--- src/rtl/alu_exec_stage_if.sv ---
// Request/response bundle for the ALU execute stage.
// Master drives requests and the result-accept strobe; slave is the stage itself.
interface alu_exec_stage_if #(parameter int WIDTH = 32);
  logic             in_valid;
  logic             in_ready;
  logic [3:0]       in_op;
  logic [WIDTH-1:0] in_a;
  logic [WIDTH-1:0] in_b;
  logic             out_valid;
  logic             out_ready;
  logic [WIDTH-1:0] out_y;
  logic [3:0]       out_flags;
  logic             out_err;

  modport master (
    output in_valid, in_op, in_a, in_b, out_ready,
    input  in_ready, out_valid, out_y, out_flags, out_err
  );

  modport slave (
    input  in_valid, in_op, in_a, in_b, out_ready,
    output in_ready, out_valid, out_y, out_flags, out_err
  );
endinterface

--- src/rtl/alu_exec_stage.sv ---
// Two-register 32-bit ALU execute stage: S1 captures the request, S2 holds result + {N,Z,C,V}.
// Bitwise OR is delegated to the shared orrs_32bit unit.
module orrs_32bit (
  input  logic [31:0] a,
  input  logic [31:0] b,
  output logic [31:0] y
);
  assign y = a | b;
endmodule

module alu_exec_stage #(
  parameter int WIDTH = 32
) (
  input  logic                clk,
  input  logic                rst_n,
  alu_exec_stage_if.slave     bus,
  output logic [15:0]         op_count
);
  localparam logic [3:0] OP_AND = 4'd0, OP_OR  = 4'd1, OP_XOR = 4'd2,
                         OP_ADD = 4'd3, OP_SUB = 4'd4, OP_SLT = 4'd5,
                         OP_SLL = 4'd6, OP_SRL = 4'd7, OP_SRA = 4'd8;

  typedef struct packed {
    logic [3:0]       op;
    logic [WIDTH-1:0] a;
    logic [WIDTH-1:0] b;
  } req_t;

  typedef struct packed {
    logic [WIDTH-1:0] y;
    logic [3:0]       flags;
    logic             err;
  } rsp_t;

  req_t             s1_q;
  logic             s1_valid;
  rsp_t             s2_q, s2_d;
  logic             out_valid_q;
  logic             s1_adv;
  logic [WIDTH-1:0] or_y;
  logic [WIDTH:0]   add_sum, sub_sum;
  logic [4:0]       sh;
  logic             c, v;

  // S1 moves on whenever S2 is empty or being drained this cycle.
  assign s1_adv        = s1_valid && (!out_valid_q || bus.out_ready);
  assign bus.in_ready  = !s1_valid || s1_adv;
  assign bus.out_valid = out_valid_q;
  assign bus.out_y     = s2_q.y;
  assign bus.out_flags = s2_q.flags;
  assign bus.out_err   = s2_q.err;

  orrs_32bit u_orrs (.a(s1_q.a), .b(s1_q.b), .y(or_y));

  assign sh      = s1_q.b[4:0];
  assign add_sum = {1'b0, s1_q.a} + {1'b0, s1_q.b};
  // Carry-out of a + ~b + 1 is the "no borrow" indication.
  assign sub_sum = {1'b0, s1_q.a} + {1'b0, ~s1_q.b} + {{WIDTH{1'b0}}, 1'b1};

  always_comb begin
    s2_d = '0;
    c    = 1'b0;
    v    = 1'b0;
    unique case (s1_q.op)
      OP_AND: s2_d.y = s1_q.a & s1_q.b;
      OP_OR:  s2_d.y = or_y;
      OP_XOR: s2_d.y = s1_q.a ^ s1_q.b;
      OP_ADD: begin
        s2_d.y = add_sum[WIDTH-1:0];
        c      = add_sum[WIDTH];
        v      = (s1_q.a[WIDTH-1] == s1_q.b[WIDTH-1]) && (add_sum[WIDTH-1] != s1_q.a[WIDTH-1]);
      end
      OP_SUB: begin
        s2_d.y = sub_sum[WIDTH-1:0];
        c      = sub_sum[WIDTH];
        v      = (s1_q.a[WIDTH-1] != s1_q.b[WIDTH-1]) && (sub_sum[WIDTH-1] != s1_q.a[WIDTH-1]);
      end
      OP_SLT: s2_d.y = {{(WIDTH-1){1'b0}}, ($signed(s1_q.a) < $signed(s1_q.b))};
      OP_SLL: s2_d.y = s1_q.a << sh;
      OP_SRL: s2_d.y = s1_q.a >> sh;
      OP_SRA: s2_d.y = WIDTH'($signed(s1_q.a) >>> sh);
      default: s2_d.err = 1'b1;
    endcase
    s2_d.flags = {s2_d.y[WIDTH-1], (s2_d.y == '0), c, v};
  end

  always_ff @(posedge clk or negedge rst_n) begin
    if (!rst_n) begin
      s1_valid    <= 1'b0;
      s1_q        <= '0;
      out_valid_q <= 1'b0;
      s2_q        <= '0;
      op_count    <= '0;
    end else begin
      if (bus.in_valid && bus.in_ready) begin
        s1_valid <= 1'b1;
        s1_q     <= '{op: bus.in_op, a: bus.in_a, b: bus.in_b};
      end else if (s1_adv) begin
        s1_valid <= 1'b0;
      end
      if (s1_adv) begin
        out_valid_q <= 1'b1;
        s2_q        <= s2_d;
      end else if (bus.out_ready) begin
        out_valid_q <= 1'b0;
      end
      if (out_valid_q && bus.out_ready) op_count <= op_count + 16'd1;
    end
  end
endmodule

--- src/flat_wrapper.sv ---
// flat-port wrapper written by rule: the top's interface ports become plain ports
module alu_exec_stage_flat 
#(
  parameter int WIDTH = 32
)
  (clk, rst_n, op_count, bus_in_valid, bus_in_op, bus_in_a, bus_in_b, bus_out_ready, bus_in_ready, bus_out_valid, bus_out_y, bus_out_flags, bus_out_err);
  alu_exec_stage_if #(.WIDTH(WIDTH)) bus_i ();
  input  logic clk;
  input  logic rst_n;
  output logic [15:0] op_count;
  input wire logic [$bits(bus_i.in_valid)-1:0] bus_in_valid;
  input wire logic [$bits(bus_i.in_op)-1:0] bus_in_op;
  input wire logic [$bits(bus_i.in_a)-1:0] bus_in_a;
  input wire logic [$bits(bus_i.in_b)-1:0] bus_in_b;
  input wire logic [$bits(bus_i.out_ready)-1:0] bus_out_ready;
  output wire logic [$bits(bus_i.in_ready)-1:0] bus_in_ready;
  output wire logic [$bits(bus_i.out_valid)-1:0] bus_out_valid;
  output wire logic [$bits(bus_i.out_y)-1:0] bus_out_y;
  output wire logic [$bits(bus_i.out_flags)-1:0] bus_out_flags;
  output wire logic [$bits(bus_i.out_err)-1:0] bus_out_err;
  assign bus_i.in_valid = bus_in_valid;
  assign bus_i.in_op = bus_in_op;
  assign bus_i.in_a = bus_in_a;
  assign bus_i.in_b = bus_in_b;
  assign bus_i.out_ready = bus_out_ready;
  assign bus_in_ready = bus_i.in_ready;
  assign bus_out_valid = bus_i.out_valid;
  assign bus_out_y = bus_i.out_y;
  assign bus_out_flags = bus_i.out_flags;
  assign bus_out_err = bus_i.out_err;
  alu_exec_stage #(.WIDTH(WIDTH)) u_core (.clk(clk), .rst_n(rst_n), .bus(bus_i), .op_count(op_count));
endmodule
--- config.mk ---
export PLATFORM = sky130hd
export DESIGN_NAME = alu_exec_stage_flat
export DESIGN_NICKNAME = d
export VERILOG_FILES = /design/src/rtl/alu_exec_stage_if.sv /design/src/rtl/alu_exec_stage.sv /design/src/flat_wrapper.sv
export SDC_FILE = /design/constraint.sdc
export NUM_CORES = 1
export LEC_CHECK = 0
export ABC_AREA = 1
export CAP_MARGIN = 20
export CORE_UTILIZATION = 47
export CTS_CLUSTER_DIAMETER = 80
export CTS_CLUSTER_SIZE = 14
export DETAILED_ROUTE_END_ITERATION = 6
export PLACE_DENSITY = 0.65
export SETUP_SLACK_MARGIN = 0.15
export SYNTH_ARGS = -nofsm -noshare
export SYNTH_HDL_FRONTEND = slang
export SYNTH_SLANG_ARGS = --single-unit
--- constraint.sdc ---
create_clock -name clk -period 8 [get_ports clk]
set_clock_uncertainty 0.15 [all_clocks]
set_input_delay 2 -clock clk [delete_from_list [all_inputs] [get_ports clk]]
set_output_delay 2 -clock clk [all_outputs]
set_load 0.05 [all_outputs]
==> results by group <==
Outcome
  – Status: finished with violations
  – Failing checks: design-rule violations

Global routing
  – Number of global-route vias before repair: 16372
  – First-pass GRT wire length: 99900 um
  – Aggregate global-route resource usage: 0.412
  – Largest net degree at the start of global routing: 88
  – Initial antenna violation count: 0
  – Met3 Track Usage GR: 0.0697
  – Busiest grt layer: met2
  – GR Overflow Total: 0
  – GRT met2 Usage: 0.603
  – GR Util met1: 0.554

Clock tree
  – CTS resizes: 0
  – TritonCTS buffer count: 17
  – CTS tree: done
  – Reg clk slew, reported paths: 60 ps
  – Worst skew pair latency: 470 ps
  – Setup bufs post-CTS: 0
  – TritonCTS Sinks: 122
  – H-tree levels: 4
  – CTS Buffer Depth: 2
  – Post-CTS Hold Buffers: 0
  – Root buffer cell: clkbuf_16

Synth
  – Synthesized Nets: 2801
  – Number of flops mapped to enable cells by yosys: 0
  – Post-synthesis async set-or-reset flop share: 1.00
  – Synth Warn #: 0
  – Post-Syn Area: 14800 um2
  – Syn avg cell area: 5.64 um2
  – Register area share after synthesis: 0.206
  – Gate Count Post-Synth: 2622
  – Synth cell types: 45
  – FF+latch count, synth: 122
  – Top_reg_cell synth: dfrtp_1

Critical path
  – CP max stage cell: clkdlybuf4s50_1
  – Crit path buf inv count: 3
  – Top Family by Delay on Critical Path: buffers and inverters
  – RR Endpoint: u_core.bus.out_flags[2]
  – Slowest Stage Delay on Critical Path: 840 ps
  – Reg2Reg Depth: 20
  – Setup CP Type: input pin to primary output
  – Crit path capture type: primary output
  – CP Data Arrival Time: 3590 ps
  – Worst reg-to-reg setup slack: 3700 ps
  – Critical Path Source Type: input pin
  – R2r startpoint: u_core.s1_q[4]
  – Max FO, Critical Path: 3
  – WP data required: 5850 ps
  – CP most frequent cell: clkdlybuf4s50_1
  – Crit-path cells: clkdlybuf4s50_1 > inv_1 > nand3_1 > clkdlybuf4s50_1

STA
  – Fmax: 0.174 GHz
  – RSZ-0062 raised after global routing: false
  – Worst slew margin: 0.355
  – Final Setup Violations: 0
  – Setup TNS: 0 ps
  – Period utilisation layout: 0.717
  – Final min period: 5740 ps
  – Slew @ Worst Pin: 966 ps
  – Final Hold Vio Count: 0
  – Slew Limit Fails: 0

Min path
  – Hold Crit Class: flip-flop to flip-flop
  – Hold Crit Depth: 1
  – Hold Path Origin: u_core.op_count[15]
  – Hold path endpoint: u_core.op_count[15]

Pwr
  – LEAKAGE: 9.05 nW
  – Power per Cell Area: 269 nW/um2
  – Maximum resistive drop on vdd: 0.170 mV
  – Total chip power: 4.49 mW

Detailed routing
  – Vias per Instance: 5.85
  – ANT nets after route: 0
  – DRT Wirelength: 66400 um
  – Drt wl/cell: 21.6 um
  – Via count: 17996
  – Iteration-0 DRC Markers: 2726
  – Drc violations: 24
  – Pre-antenna DRT Iters: 7

Cells and area
  – Multi-input combinational cell area: 9890 um2
  – Fillers: 3272
  – Reg area: 3060 um2
  – Final core utilization: 0.543
  – Share of cells above drive strength 1: 0.0306
  – Most common cell after layout, fill and taps aside: nand2_1
  – Commonest cells after routing, fill and taps aside: nand2_1, nand3_1, inv_1
  – Area Overhead vs Synth: 12.9%
  – N_diodes: 0
  – Nets: 2844

Die
  – Initial core utilization: 0.481
  – Die span in y: 179 um
  – Rows: 64
  – IO Pins: 127
  – DIE AREA: 32200 um2
  – Width of the die: 179 um
  – Core ar.: 30700 um2

Placement
  – I/O Buffers: 126
  – Gp weighted congestion: 1.05
  – DP Wirelength: 51700 um

Run
  – Number of max-cap violations: 0
Yosys cell counts (6+ instances only):
master | n | area, um2
xor2_1 | 10 | 87.6
inv_2 | 11 | 41.3
nor2_1 | 265 | 995
o211ai_1 | 13 | 97.6
dfrtp_1 | 122 | 3050
nand2_1 | 861 | 3230
o21ai_1 | 6 | 30.0
and2_1 | 12 | 75.1
inv_1 | 339 | 1270
o22ai_1 | 25 | 156
clkbuf_1 | 39 | 146
a21oi_1 | 151 | 756
buf_1 | 10 | 37.5
nor3_1 | 24 | 120
buf_4 | 6 | 45.0
nand3_1 | 418 | 2090
o21ai_0 | 66 | 330
buf_2 | 52 | 260
nand3b_1 | 7 | 52.6
ha_1 | 105 | 1310
nand4_1 | 22 | 138
per-layer routing:
layer / vias to the layer above / routed length, um
met5: - / 0
met4: 0 / 4820
met3: 163 / 6750
met2: 1106 / 27300
met1: 8299 / 27500
li1: 8428 / -
per-stage QoR:
stage | setup slack, ps | cell area (um2) | hold slack, ps | std cells
final | 2260 | 16700 | 329 | 3074
after global routing | 2230 | 16700 | 340 | 3074
after CTS | 2270 | 16700 | 332 | 3074
after detailed placement | 2290 | 16100 | 319 | 3042
after global placement | 2310 | 16100 | 319 | 3042
after floorplan | 3390 | 14800 | 382 | 2622
worst reg2reg max path: cells and delay by family, from the launching register on:
kind	cells	cell delay [ps]
adder cells (fa/ha/maj)	1	490
flip-flops	1	320
buffers and inverters	5	940
AO/OA/AOI/OAI	1	610
AND/OR/NAND/NOR	13	1720
report_power, final:
part	switching, mW	total, mW	internal [mW]	leakage [nW]
clock network	0.351	0.815	0.465	0.284
logic	1.99	2.76	0.771	7.33
registers	0.154	0.911	0.757	1.44
state kept, by name, indices dropped and copies added (netlist names):
name and count:
u_core.bus.out_err 1, u_core.bus.out_flags 4, u_core.bus.out_valid 1, u_core.bus.out_y 31, u_core.op_count 16, u_core.s1_q 68, u_core.s1_valid 1
cell families (layout without fill, tap and decap cells):
kind of cell               after synthesis  count (layout)  share of synthesized area
AOI/OAI and AO/OA                      276             276                      0.100
xor gates and xnor gates                15              15                    0.00888
adders and majority gates              107             107                     0.0915
buffers and inverters                  465             521                      0.126
DFF                                    122             122                      0.206
muxes                                    1               1                   0.000761
and+or+nand+nor                       1636            1636                      0.466
how the worst max path moves through the flow:
stage                  start      endpoint  slack [ps]  cells past startpoint
3_5_place_dp   bus_out_ready  bus_in_ready        2290                      4
6_report       bus_out_ready  bus_in_ready        2260                      4
2_1_floorplan  bus_out_ready  bus_in_ready        3390                      2
5_1_grt        bus_out_ready  bus_in_ready        2230                      4
3_3_place_gp   bus_out_ready  bus_in_ready        2310                      4
4_1_cts        bus_out_ready  bus_in_ready        2270                      4
area by class of cell:
cell class | count | area share
inverters | 353 | 0.0796
well taps | 396 | 0.0297
clock buffers | 18 | 0.0257
multi-input cells | 2035 | 0.592
repair buffers | 136 | 0.0801
clock inverters | 14 | 0.00944
flip-flops and latches | 122 | 0.183
Power figures use the tool's default switching activity.
